## src/rtl/arb_mux_pkg.sv

```systemverilog
// Shared helpers for the arbitrated N:1 selector: select-width sizing and grant-vector utilities.
// Latency: none (types and pure functions only).
// Backpressure: not applicable.
//
// Grant helpers work on a fixed ARB_MAX_N-bit vector. Callers zero-extend their N-bit
// request vector into it, so N is limited to ARB_MAX_N channels.
package arb_mux_pkg;

  localparam int ARB_MAX_N = 64;

  typedef logic [ARB_MAX_N-1:0] arb_vec_t;

  // Width of a channel index; at least one bit so N = 1 still has a real port.
  function automatic int selw(input int n);
    return (n <= 1) ? 1 : $clog2(n);
  endfunction

  // Isolates the least-significant set bit. This is the fixed-priority core.
  function automatic arb_vec_t lowest_one(input arb_vec_t v);
    return v & (~v + 1'b1);
  endfunction

  // Encodes a one-hot vector as an index. An all-zero vector gives 0.
  function automatic int onehot_to_idx(input arb_vec_t v);
    int idx;
    idx = 0;
    for (int i = 0; i < ARB_MAX_N; i++)
      if (v[i]) idx = idx | i;
    return idx;
  endfunction

  // Rotates the low n bits right by sh (sh < n), so that bit sh lands at bit 0.
  function automatic arb_vec_t rot_right(input arb_vec_t v, input int sh, input int n);
    arb_vec_t r;
    r = '0;
    for (int i = 0; i < ARB_MAX_N; i++)
      if (i < n) r[i] = v[(i + sh) % n];
    return r;
  endfunction

  // Inverse of rot_right: rotates the low n bits left by sh.
  function automatic arb_vec_t rot_left(input arb_vec_t v, input int sh, input int n);
    arb_vec_t r;
    r = '0;
    for (int i = 0; i < ARB_MAX_N; i++)
      if (i < n) r[(i + sh) % n] = v[i];
    return r;
  endfunction

endpackage

```

## src/rtl/arb_mux_grant.sv

```systemverilog
// Combinational arbiter: turns request bits (and a rotating pointer) into a one-hot grant and its index.
// Latency: combinational, no state.
// Backpressure: none; the caller masks the grant with its own load/flush qualifiers.
//
// Ports: req (N requests), ptr (round-robin start index), grant (one-hot), grant_idx, any (some request).
// Build option ARB_MUX_RR_EN: when defined, the search starts at ptr and wraps.
// Otherwise fixed priority applies, the lowest index wins, and ptr is ignored.
module arb_mux_grant
  import arb_mux_pkg::*;
#(
  parameter int N    = 4,
  parameter int SELW = 2
) (
  input  logic [N-1:0]    req,
  input  logic [SELW-1:0] ptr,
  output logic [N-1:0]    grant,
  output logic [SELW-1:0] grant_idx,
  output logic            any
);

  arb_vec_t req_w;
  arb_vec_t gv;

  always_comb begin
    req_w        = '0;
    req_w[N-1:0] = req;
`ifdef ARB_MUX_RR_EN
    // Rotate so ptr sits at bit 0, pick the lowest, then rotate back.
    gv = rot_left(lowest_one(rot_right(req_w, int'(ptr), N)), int'(ptr), N);
`else
    gv = lowest_one(req_w);
`endif
  end

`ifndef ARB_MUX_RR_EN
  logic unused_ptr;
  assign unused_ptr = ^ptr;
`endif

  assign grant     = gv[N-1:0];
  assign grant_idx = SELW'(onehot_to_idx(gv));
  assign any       = |req;

endmodule

```

## src/rtl/arb_mux_n_to_1.sv

```systemverilog
// Arbitrated, registered N:1 selector. It forwards one winning channel's word and index per cycle.
// Latency: 1 cycle from an accepted input handshake to out_valid.
// Backpressure: single output slot; in_ready stays low while the slot is full and out_ready is low.
//
// Ports: clk, rst (sync, active-high), flush (drops the held word)
//        in_data/in_valid/in_ready: N channels, with channel i at in_data[i*WIDTH +: WIDTH]
//        out_data/out_sel/out_valid/out_ready: registered winner and its channel index
// Build option ARB_MUX_RR_EN: round-robin arbitration with a pointer register; otherwise fixed priority.
module arb_mux_n_to_1
  import arb_mux_pkg::*;
#(
  parameter  int WIDTH = 8,
  parameter  int N     = 4,
  localparam int SELW  = selw(N)
) (
  input  logic               clk,
  input  logic               rst,
  input  logic               flush,
  input  logic [N*WIDTH-1:0] in_data,
  input  logic [N-1:0]       in_valid,
  output logic [N-1:0]       in_ready,
  output logic [WIDTH-1:0]   out_data,
  output logic [SELW-1:0]    out_sel,
  output logic               out_valid,
  input  logic               out_ready
);

  logic [N-1:0]     grant;
  logic [SELW-1:0]  grant_idx;
  logic             any;
  logic [SELW-1:0]  ptr;
  logic             load;
  logic             accept_en;
  logic             take;
  logic [WIDTH-1:0] mux_data;

  arb_mux_grant #(
    .N    (N),
    .SELW (SELW)
  ) u_grant (
    .req       (in_valid),
    .ptr       (ptr),
    .grant     (grant),
    .grant_idx (grant_idx),
    .any       (any)
  );

  // The slot can take a new word when it is empty or is being drained this cycle.
  assign load      = ~out_valid | out_ready;
  assign accept_en = load & ~flush & ~rst;
  assign in_ready  = grant & {N{accept_en}};
  assign take      = accept_en & any;

  // The grant is one-hot, so an AND-OR select is enough.
  always_comb begin
    mux_data = '0;
    for (int i = 0; i < N; i++)
      mux_data = mux_data | (in_data[i*WIDTH +: WIDTH] & {WIDTH{grant[i]}});
  end

  always_ff @(posedge clk) begin
    if (rst) begin
      out_valid <= 1'b0;
      out_data  <= '0;
      out_sel   <= '0;
    end else if (flush) begin
      out_valid <= 1'b0;
    end else if (load) begin
      if (any) begin
        out_valid <= 1'b1;
        out_data  <= mux_data;
        out_sel   <= grant_idx;
      end else begin
        // Nothing to load: the slot empties, and data/sel keep their last values.
        out_valid <= 1'b0;
      end
    end
  end

`ifdef ARB_MUX_RR_EN
  // The pointer moves one past the channel just served and only changes on an accepted word.
  always_ff @(posedge clk) begin
    if (rst)
      ptr <= '0;
    else if (take)
      ptr <= (int'(grant_idx) == N - 1) ? '0 : grant_idx + 1'b1;
  end
`else
  assign ptr = '0;
  logic unused_take;
  assign unused_take = take;
`endif

endmodule

```

## config.mk

```make
export PLATFORM = sky130hd
export DESIGN_NAME = arb_mux_n_to_1
export DESIGN_NICKNAME = d
export VERILOG_FILES = /design/src/rtl/arb_mux_pkg.sv /design/src/rtl/arb_mux_grant.sv /design/src/rtl/arb_mux_n_to_1.sv
export SDC_FILE = /design/constraint.sdc
export NUM_CORES = 1
export LEC_CHECK = 0
export ABC_AREA = 0
export CAP_MARGIN = 10
export CORE_MARGIN = 1
export CORE_UTILIZATION = 35
export DETAILED_ROUTE_END_ITERATION = 16
export HOLD_SLACK_MARGIN = 0.15
export MAX_ROUTING_LAYER = met4
export PLACE_DENSITY = 0.8
export SLEW_MARGIN = 0
export SYNTH_ARGS = -nofsm -noshare
export SYNTH_HDL_FRONTEND = slang
export SYNTH_SLANG_ARGS = --single-unit
```

## constraint.sdc

```tcl
create_clock -name clk -period 1.7 [get_ports clk]
set_input_delay 0.17 -clock clk [delete_from_list [all_inputs] [get_ports clk]]
set_output_delay 0.17 -clock clk [all_outputs]
set_load 0.03 [all_outputs]
```

==> run metrics, run 1 <==
PD cells 558.2 mW/mm^2; # setup viols final 0; initial antenna violation count 0; fraction of registers with async set/reset 0%; I/O pins 55; Synth Area in Adders 0%; Die ar. 0.002498 sq mm; CP max-delay cell clkdlybuf4s50_1; GRT overflow 0; vias per cell 5.335; Antenna Cells 0; cell with the most instances after synthesis dfxtp_1; Ys Warns 0; largest net degree at the start of global routing 19; Hold-fix buffers, CTS 0; CTS Sinks 11; Synth Flop Type dfxtp_1; largest family of logic cells by synthesized area compound AO/OA/AOI/OAI gates; DRT antenna net count 0; Final GP Congestion 0.8065; Synth Area in XOR/XNOR 0%; Clock Latency Late Sink 270 ps; CTS tree yes; Post-CTS Setup Bufs 0; # DRC 0; top post-synthesis cells by area dfxtp_1 27%, a311oi_1 8.7%, a22o_2 7.5%; top cells by count, synth 11 x dfxtp_1, 10 x inv_1, 9 x a31oi_1; crit path time final 1606 ps; layout cell share with drive strength beyond 1 17.83%; area leader, netlist dfxtp_1; Setup Skew 8.922 ps; M1 GR Usage 26.99%; nets 198; fillers 194; CP max FO 4; Synth Area in Compound Gates 33.39%; worst-path cell chain clkdlybuf4s50_1 -> and2b_2 -> nor3_2 -> and3b_1 -> buf_4; Internal Pwr Total 551.7 uW; PostCTS Resize Cnt 1; Syn Inst Count 97; final instance area 0.001419 sq mm; chip height 49.98 um; Routed WL per cell 13.46 um; multiplexer share of the synthesized area 0%; status finished, final reports clean; Synth Area in Simple Gates 26.55%; worst min-delay path class in2reg; fmax 622.6 MHz; gr busiest metal met2; Iter 0 DRT Violations 39; crit path DAT 1440 ps; static leakage 0.0005823 uW; sequential cell area fraction in the yosys report 27.33%; Clock power frac 22.3%; P&R area growth vs syn 76.09%; RSZ-0062 raised after global routing no; Setup TNS 0 ps; met2 Use GR 33.11%; Core Region 0.002191 sq mm; CTS H-tree depth 1; power share of the sequential group 36.7%; Reg clk slew, reported paths 70 ps; overall power 792.0 uW; period utilization 94.49%; MaxCap Viol Count 0; Global Route met3 Usage 4.938%; Post-synth EDFFs 0; combinational share of power 41.0%; top cell type's share of synthesized area 27.33%; synthesis-stage register bit count 11; root buf cell clkbuf_4; Post-Synthesis Cell Area 805.8 sq um; clock buffer depth 2; final hold violation count 0; synthesized area per cell 8.307 sq um; Port Buffers 54; vias in the first global route 882; total CTS buffers 3; Setup Crit Path Kind in2out; DRT Pass-1 Iters 6; relative slew slack 79.22%; worst vdd rail ir drop 304.0 uV; Post-Route WL 2.491 mm; WP data required 1530 ps; Die X 49.98 um; Starting Density 36.78%; CP Launch Type primary input; Tot GR Track Use 21.05%; Crit. End Element primary output; Max stage delay on crit path 470 ps; fin. max-slew vios 0; Synth cell types 29; DP HPWL 1.997 mm; Mapped Nets 137; first-pass GRT wire length 3.981 mm; Rows 17; Psw 240.3 uW; DP Area 0.001381 sq mm; via count 987; sw frac 30.34%; Worst-Margin Slew 310.8 ps
final timing paths:
path	from	end	slack [ps]	cells after the start
worst max-delay path	out_ready	in_ready[1]	90	5
worst min-delay path	in_valid[1]	out_sel[1]	400	4
worst max register to register	out_valid	out_data[0]	490	5
worst min register to register	out_sel[0]	out_sel[0]	520	1
worst max-delay path: cells and delay by family:
kind	cells	cell delay, ps
and+or+nand+nor	3	640
buffers and inverters	2	620
power groups by stage:
stage               logic (uW)  registers [uW]  clock network, uW
floorplan                  112             338                  0
global placement           317             296                  0
detailed placement         323             297                  0
CTS                        325             291                177
global route               347             293                191
finish                     325             291                176
per-stage QoR:
stage               utilization [%]  worst slack (ps)  hold slack (ps)  std cells
finish                        64.76             93.71            404.5        185
floorplan                         -             315.7            248.5         97
detailed placement            63.05            -108.8            507.0        181
global placement              63.05            -45.95            485.1        181
CTS                           64.48             38.61            494.6        185
global route                  64.76             18.68            450.9        185
cell usage in the layout (no fill, tap or decap), types with 3 or more instances in the layout:
cell	instances
dfxtp_1	11
clkbuf_4	3
nand3b_1	8
buf_4	13
inv_1	10
a31oi_1	9
a21oi_1	8
clkdlybuf4s50_1	49
nand2_1	8
a311oi_1	8
a22o_2	6
final cells by class:
class / count / area [sq um] / share of cell area (%)
flip-flops and latches: 11 / 220.2 / 15.52
clock buffers: 4 / 26.28 / 1.852
multi-input cells: 68 / 488.0 / 34.39
well taps: 28 / 35.03 / 2.469
inverters: 10 / 37.54 / 2.646
repair buffers: 64 / 611.8 / 43.12
registers in the layout (all words and copies together), names as in the netlist:
register and cells:
out_data 8, out_valid 1, out_sel 2
kinds of logic after synthesis:
kind of cell | Yosys count
buffers and inverters | 18
AOI/OAI and AO/OA | 36
DFF | 11
and+or+nand+nor | 32
layer usage:
metal	part of all wire, %	up-vias	wire, um
li1	-	487	-
met1	43	450	1064
met2	50	50	1246
met3	7.2	0	180
met4	0	0	0
met5	0	-	0
Note: power is estimated with default switching activity, not from simulation.
==> run 2: changes to the inputs <==
- GPL_TIMING_DRIVEN: unset -> 0
==> run 2 against run 1 <==
  * Clock-buffer cell count unchanged
  * Core utilization down 0.57 points
  * Register-to-register slack worse by 170 ps
  * First-iteration DRC count down 54%
  * Cell area down 0.88%
  * Routed wire length up 1.8%
==> run metrics, run 2 (synthesis results as in run 1) <==
RSZ-0062 raised after global routing no (unchanged); CP max-delay cell clkdlybuf4s50_1 (unchanged); CP Launch Type primary input (unchanged); max reg flops 8 (unchanged); via count 994 (was 987); fillers 191 (was 194); Rows 17 (unchanged); P&R area growth vs syn 74.53% (was 76.09%); Core Region 0.002191 sq mm (unchanged); clock buffer depth 2 (unchanged); CTS Sinks 11 (unchanged); vias in the first global route 967 (was 882); CTS H-tree depth 1 (unchanged); Max stage delay on crit path 470 ps (about the same); relative slew slack 60.15% (was 79.22%); setup ws final 119.7 ps (was 93.71 ps); fin. max-slew vios 0 (unchanged); PD cells 559.5 mW/mm^2 (was 558.2 mW/mm^2); period utilization 92.96% (was 94.49%); DP HPWL 2.007 mm (was 1.997 mm); chip height 49.98 um (unchanged); vias per cell 5.402 (was 5.335); overall power 786.8 uW (was 792.0 uW); Port Buffers 54 (unchanged); nets 197 (was 198); Worst-Margin Slew 594.4 ps (was 310.8 ps); static leakage 0.0005688 uW (was 0.0005823 uW); status finished, final reports clean (unchanged); commonest non-fill, non-tap cell in the layout clkdlybuf4s50_1 (unchanged); fmax 632.8 MHz (was 622.6 MHz); Starting Density 36.78% (unchanged); Reg clk slew, reported paths 70 ps (about the same); Stages on worst setup path 5 (unchanged); Place WS -650.2 ps (was -108.8 ps); DRT Pass-1 Iters 4 (was 6); MaxCap Viol Count 0 (unchanged); Post-Route WL 2.536 mm (was 2.491 mm); worst-path cell chain clkdlybuf4s50_1 -> and2b_2 -> nor3_4 -> and3_1 -> buf_2 (was clkdlybuf4s50_1 -> and2b_2 -> nor3_2 -> and3b_1 -> buf_4); # setup viols final 0 (unchanged); GRT overflow 0 (unchanged); Antenna Cells 0 (unchanged); Die X 49.98 um (unchanged); DRT antenna net count 0 (unchanged); Final GP Congestion 0.8083 (was 0.8065); worst min-delay path class in2reg (unchanged); FF-to-FF path depth 3 (was 5); Tot GR Track Use 20.64% (was 21.05%); I/O pins 55 (unchanged); Clock Latency Late Sink 260 ps (was 270 ps); first-pass GRT wire length 4.015 mm (was 3.981 mm); crit path time final 1580 ps (was 1606 ps); largest registers out_data (8), out_sel (2), out_valid (1) (unchanged); Hold-fix buffers, CTS 0 (unchanged); hold path depth 3 (was 4); Crit. End Element primary output (unchanged); initial antenna violation count 0 (unchanged); total CTS buffers 3 (unchanged); Routed WL per cell 13.78 um (was 13.46 um); Largest Register out_data (unchanged); CP max FO 4 (unchanged); # DRC 0 (unchanged); final hold violation count 0 (unchanged); most frequent cells in the layout 50 x clkdlybuf4s50_1, 11 x dfxtp_1, 10 x inv_1 (was 49 x clkdlybuf4s50_1, 13 x buf_4, 11 x dfxtp_1); CTS tree yes (unchanged); Die ar. 0.002498 sq mm (unchanged); Iter 0 DRT Violations 18 (was 39); Setup Skew 1.255 ps (was 8.922 ps); Buf/Inv on CP 2 (unchanged); Setup Crit Path Kind in2out (unchanged); CP top delay family buffers and inverters (was simple AND/OR/NAND/NOR gates); WP data required 1530 ps (about the same); layout cell share with drive strength beyond 1 16.67% (was 17.83%); root buf cell clkbuf_4 (unchanged); largest net degree at the start of global routing 11 (was 19); crit path DAT 1410 ps (was 1440 ps); worst vdd rail ir drop 376.5 uV (was 304.0 uV)
## run 2: metrics by stage
stage	utilization (%)	hold slack (ps)	std cells	instance area [sq um]	TNS, ps
detailed placement	63.05	494.4	179	1381	-3246
finish	64.19	487.7	184	1406	0
global route	64.19	494.8	184	1406	0
floorplan	-	248.5	97	805.8	0
CTS	65.05	491.1	184	1425	0
global placement	63.05	483.2	179	1381	-2951
## run 2: layout make-up
cell class              count  area [sq um]  share of cell area, %
clock buffers               4         26.28                  1.868
plain buffers               8         65.06                  4.626
inverters                  10         37.54                  2.669
repair buffers             55         528.0                  37.54
flip-flops and latches     11         220.2                  15.66
multi-input cells          68         494.2                  35.14
well taps                  28         35.03                  2.491
## run 2: repair_timing
action | 4_1_cts | 5_1_grt
pin swaps | 1 | 0
gates resized for setup | 16 | 6
buffers inserted | 1 | 0
setup endpoints to repair | 4 | 3
## run 2: power by group
part | switching [uW] | internal (uW) | leakage [uW]
combinational | 144 | 179 | 0.000462
sequential | 11.3 | 279 | 0.0000913
clock | 82.6 | 90.5 | 0.0000150
## run 2: metal layers
metal,vias up,global-route usage (%),wire [um]
li1,488,-,-
met1,453,24.54,1065
met2,53,36.00,1287
met3,0,3.704,182
met4,0,3.810,0
met5,-,-,0
## run 2: worst min-delay path: stages
cell and delay, ps:
clkdlybuf4s50_1 400, nand2_1 50, a311oi_1 80
## run 2: path summary, 6_finish.rpt
path,end,from,slack (ps)
setup / recovery,in_ready[2],out_ready,120
hold / removal,out_data[7],in_data[31],490
setup reg to reg,out_data[5],out_valid,320
hold reg to reg,out_sel[0],out_sel[0],510
==> run 3: changes to the inputs <==
- CORE_MARGIN: 1 -> 2
==> run 3 against run 2 <==
  * Sequential power hardly changed
  * Critical endpoint is now in_ready[1]
  * Clock-buffer cell count stayed put
  * Sequential share of layout area stayed put
  * Clock skew is 4.1 ps higher
  * First-iteration DRC count grew to 2.7 times the previous value
  * Cell area stayed put
  * Clock power is 6% higher
  * Core utilization stayed put
  * Hold slack worse by 5.7 ps
  * Power is 1.5% higher
  * Routed wire length is 8.8% higher
  * Register-to-register slack hardly changed
==> run metrics, run 3 (synthesis results as in run 1) <==
final hold violation count 0 (unchanged); Largest Register out_data (unchanged); largest registers out_data (8), out_sel (2), out_valid (1) (unchanged); Crit. End Element primary output (unchanged); relative slew slack 58.94% (was 60.15%); Antenna Cells 0 (unchanged); DRT antenna net count 0 (unchanged); Reg clk slew, reported paths 70 ps (about the same); CP max FO 4 (unchanged); Routed WL per cell 15.00 um (was 13.78 um); root buf cell clkbuf_4 (unchanged); Psw 250.4 uW (was 238.4 uW); hold path depth 3 (unchanged); DRT Pass-1 Iters 6 (was 4); Setup Crit Path Kind in2out (unchanged); total CTS buffers 3 (unchanged); Post-Route WL 2.760 mm (was 2.536 mm); power share of the sequential group 36.4% (was 36.9%); max reg flops 8 (unchanged); largest net degree at the start of global routing 11 (unchanged); multi-input logic area 494.2 sq um (unchanged); PD cells 567.8 mW/mm^2 (was 559.5 mW/mm^2); via count 1026 (was 994); crit path DAT 1460 ps (was 1410 ps); vias per cell 5.576 (was 5.402); FF-to-FF path depth 3 (unchanged); Internal Pwr Total 548.2 uW (was 548.5 uW); Finished Layout Cells 184 (unchanged); most frequent cells in the layout 50 x clkdlybuf4s50_1, 11 x dfxtp_1, 10 x inv_1 (unchanged); Worst-Margin Slew 612.5 ps (was 594.4 ps); Die X 51.98 um (was 49.98 um); RSZ-0062 raised after global routing no (unchanged); # DRC 0 (unchanged); fmax 612.7 MHz (was 632.8 MHz); Core Util, Final 64.19% (unchanged); Starting Density 36.78% (unchanged); Clock Latency Late Sink 270 ps (was 260 ps); Port Buffers 54 (unchanged); fin. max-slew vios 0 (unchanged); placed insts 179 (unchanged); DP HPWL 2.105 mm (was 2.007 mm); initial antenna violation count 0 (unchanged); P&R area growth vs syn 74.53% (unchanged); Critical R2R Launch out_valid (unchanged); Setup Skew 5.377 ps (was 1.255 ps); CTS tree yes (unchanged); combinational share of power 40.5% (was 41.1%); I/O pins 55 (unchanged); static leakage 0.0005671 uW (was 0.0005688 uW); GRT overflow 0 (unchanged); clock buffer depth 2 (unchanged); Iter 0 DRT Violations 49 (was 18); fillers 201 (was 191); WP data required 1530 ps (about the same); layout cell share with drive strength beyond 1 17.31% (was 16.67%); worst min-delay path class in2reg (unchanged); period utilization 96.01% (was 92.96%); r2r setup slk 310 ps (was 320 ps); Tot GR Track Use 21.01% (was 20.64%); crit path time final 1632 ps (was 1580 ps); nets 197 (unchanged); worst vdd rail ir drop 358.3 uV (was 376.5 uV); status finished, final reports clean (unchanged); CP Launch Type primary input (unchanged); Die ar. 0.002702 sq mm (was 0.002498 sq mm); CTS H-tree depth 1 (unchanged); worst hold start in_data[28] (was in_data[31]); RR Endpoint out_data[2] (was out_data[5]); Final GP Congestion 0.8321 (was 0.8083); CTS Sinks 11 (unchanged); Rows 17 (unchanged); Clock power frac 23.0% (was 22.0%); chip height 51.98 um (was 49.98 um); Worst Hold End out_data[4] (was out_data[7]); commonest non-fill, non-tap cell in the layout clkdlybuf4s50_1 (unchanged); Core Region 0.002191 sq mm (unchanged); MaxCap Viol Count 0 (unchanged); sw frac 31.36% (was 30.30%); vias in the first global route 908 (was 967); # setup viols final 0 (unchanged); first-pass GRT wire length 4.146 mm (was 4.015 mm); Reg area 220.2 sq um (unchanged)
==> run 3: power groups by stage <==
stage	registers, uW	logic [uW]	clock network (uW)
6_report	291	324	184
2_1_floorplan	338	112	0
4_1_cts	291	322	183
3_3_place_gp	296	317	0
5_1_grt	294	342	204
3_5_place_dp	297	321	0
==> run 3: final cells by class <==
| class | count | area share (%) |
|---|---|---|
| clock buffer | 4 | 1.868 |
| timing repair buffer | 55 | 37.54 |
| tap | 28 | 2.491 |
| sequential | 11 | 15.66 |
| inverter | 10 | 2.669 |
| multi-input combinational | 68 | 35.14 |
| buffer | 8 | 4.626 |
==> run 3: metal layers <==
metal	vias up	wire length, um	global-route usage, %
met3	8	174	2.299
met1	479	1184	27.05
met2	54	1337	33.76
met5	-	0	-
met4	0	63	7.895
li1	485	-	-
==> run 3: metrics by stage <==
step	setup TNS [ps]	hold slack, ps	setup slack, ps	power [uW]	cell area (sq um)
final	0	482.0	67.78	798.6	1406
after global routing	0	491.4	6.618	839.5	1406
after CTS	0	485.9	67.20	796.2	1400
after detailed placement	-3131	507.9	-673.1	617.9	1381
after global placement	-2877	485.4	-636.8	612.9	1381
after floorplan	0	248.5	315.7	450.0	805.8
==> run 3: how the worst max path moves through the flow <==
stage           startpoint           to  slack, ps  cells after the start
6_report         out_ready  in_ready[1]         70                      5
5_1_grt          out_ready  in_ready[1]          7                      5
4_1_cts          out_ready  in_ready[2]         70                      5
3_5_place_dp   in_valid[1]  in_ready[3]       -670                      5
3_3_place_gp   in_valid[1]  in_ready[3]       -640                      5
2_1_floorplan    out_valid  in_ready[1]        320                      3
==> run 3: what timing repair did <==
item,in CTS,in global routing
pin swaps,1,0
resized for setup,21,1
endpoints found under the hold margin,0,0
endpoints found under the setup margin,4,1
hold buffers,0,0
gates cloned,0,0
buffers inserted,1,0
==> run 3: critical path: stages <==
cell	delay (ps)
clkdlybuf4s50_1	470
and2b_2	250
nor3_2	190
and3b_1	180
buf_2	200
==> patch: new RTL, config.mk and constraints of run 3 <==
The parameter `WIDTH` goes from 8 to 10.
--- a/src/rtl/arb_mux_n_to_1.sv
+++ b/src/rtl/arb_mux_n_to_1.sv
@@ -9,7 +9,7 @@
 module arb_mux_n_to_1
   import arb_mux_pkg::*;
 #(
-  parameter  int WIDTH = 8,
+  parameter  int WIDTH = 10,
   parameter  int N     = 4,
   localparam int SELW  = selw(N)
 ) (
Interface: changed (resized in_data and out_data); port bits go from 55 to 65. The function was not compared with the original's and may differ.
==> patch against run 3 <==
  * Setup slack worse by 0.052 ns
  * Sequential cell count rose by 2
  * Sequential share of layout area rose by 1.8 points
  * Routed wire length increased by 20%
  * Final area grew 6.2%
  * Non-clock buffer count rose by 9
  * Total power rose by 13%
  * Final cell count increased by 2.7%
  * Synthesized area is 6.2% lower
  * Register-to-register slack got worse by 0.08 ns
  * Count of clock-buffer cells in the layout is the same
  * Sequential power up 18%
  * Largest cell class unchanged
==> patch: results (changes against run 3) <==
| Metric | Value |
|---|---|
| Result of the run | `completed (unchanged)` |
| Syn_nets | `142 (was 137)` |
| Via count normalized by instance count | `5.58 (about the same)` |
| Top cells by area, synth | `dfxtp_1 (34%), a221o_1 (13%), a311oi_1 (10%) (was dfxtp_1 (27%), a311oi_1 (8.7%), a22o_2 (7.5%))` |
| Worst setup endpoint | `in_ready[2] (was in_ready[1])` |
| FF-to-FF End | `out_data[8] (was out_data[2])` |
| Wire length of the first global-routing pass | `5.13 mm (was 4.15 mm)` |
| Slew of the pin with the lowest slew margin | `0.538 ns (was 0.613 ns)` |
| Worst hold path stage count | `5 (was 3)` |
| Met2 layer usage reported by global route | `41.0% (was 33.8%)` |
| Post-Place Setup Slack | `-0.586 ns (was -0.673 ns)` |
| Biggest regs | `out_data (10), out_sel (2), out_valid (1) (was out_data (8), out_sel (2), out_valid (1))` |
| Worst setup slack after layout | `0.0161 ns (was 0.0678 ns)` |
| Clock-pin slew on the worst setup and hold paths | `0.09 ns (was 0.07 ns)` |
| Wire length on met1 | `1.43 mm (was 1.18 mm)` |
| Hold Path Sink | `out_sel[1] (was out_data[4])` |
| Power share of the clock group | `22.7% (was 23.0%)` |
| Beginning of the worst hold path | `in_valid[3] (was in_data[28])` |
| Gp weighted congestion | `0.873 (was 0.832)` |
| Post-synthesis instance total | `94 (was 97)` |
| Largest vdd supply drop | `0.659 mV (was 0.358 mV)` |
| Fin nets | `211 (was 197)` |
| Leak pwr | `0.555 nW (was 0.567 nW)` |
| Post-route insts no fill | `189 (was 184)` |
| Switching Share | `32.3% (was 31.4%)` |
| Number of buffers inserted by post-CTS setup repair | `0 (was 1)` |
| Worst reg-to-reg setup slack | `0.23 ns (was 0.31 ns)` |
| Sequential cell fraction of total power | `37.9% (was 36.4%)` |
| Crit-path max FO | `6 (was 4)` |
| WL met2 | `1.59 mm (was 1.34 mm)` |
| Seq/Total Area, Yosys | `34.4% (was 27.3%)` |
| Maximum cell stage delay along the critical path | `0.55 ns (was 0.47 ns)` |
| Area of placed instances | `0.00143 mm^2 (was 0.00138 mm^2)` |
| Number of distinct library cell variants in the gate-level netlist after synthesis | `22 (was 29)` |
| Share of final-layout standard cells stronger than drive strength 1 | `13.0% (was 17.3%)` |
| Number of global-route vias before repair | `1,010 (was 908)` |
| Complex-gate fraction of the synthesized area | `33.9% (was 33.4%)` |
| Arrival time worst endpoint | `1.51 ns (was 1.46 ns)` |
| Starting DRT DRC Count | `39 (was 49)` |
| Worst setup path startpoint | `flush (was out_ready)` |
| Met3 usage | `7.44% (was 2.30%)` |
==> patch: cell types whose count changed in the layout (fill, tap and decap cells not counted), moves of 6 or more <==
cell | run 3 | this run
a21oi_1 | 8 | 1
a221o_1 | 0 | 10
a22o_2 | 6 | 0
a31oi_1 | 9 | 0
clkdlybuf4s50_1 | 50 | 57
inv_1 | 10 | 1
nand3b_1 | 8 | 0
nor2_1 | 1 | 12
o21ai_0 | 0 | 7
==> patch: final cells by class <==
class / count / area [um^2]
Buffer: 8 / 51.3
Clock buffer: 4 / 26.3
Fill cell: 163 / 508
Inverter: 1 / 3.75
Multi-Input combinational cell: 72 / 477
Sequential cell: 13 / 260
Tap cell: 27 / 33.8
Timing Repair Buffer: 64 / 642
==> patch: critical path: cells and delay by family <==
| family | cells | cell delay [ns] |
|---|---|---|
| buffers and inverters | 2 | 0.84 |
| and+or+nand+nor | 2 | 0.49 |
==> patch: what timing repair did <==
action	CTS	global route
pin swaps	0	0
endpoints found under the setup margin	4	3
resized for setup	27	6
gates cloned	0	0
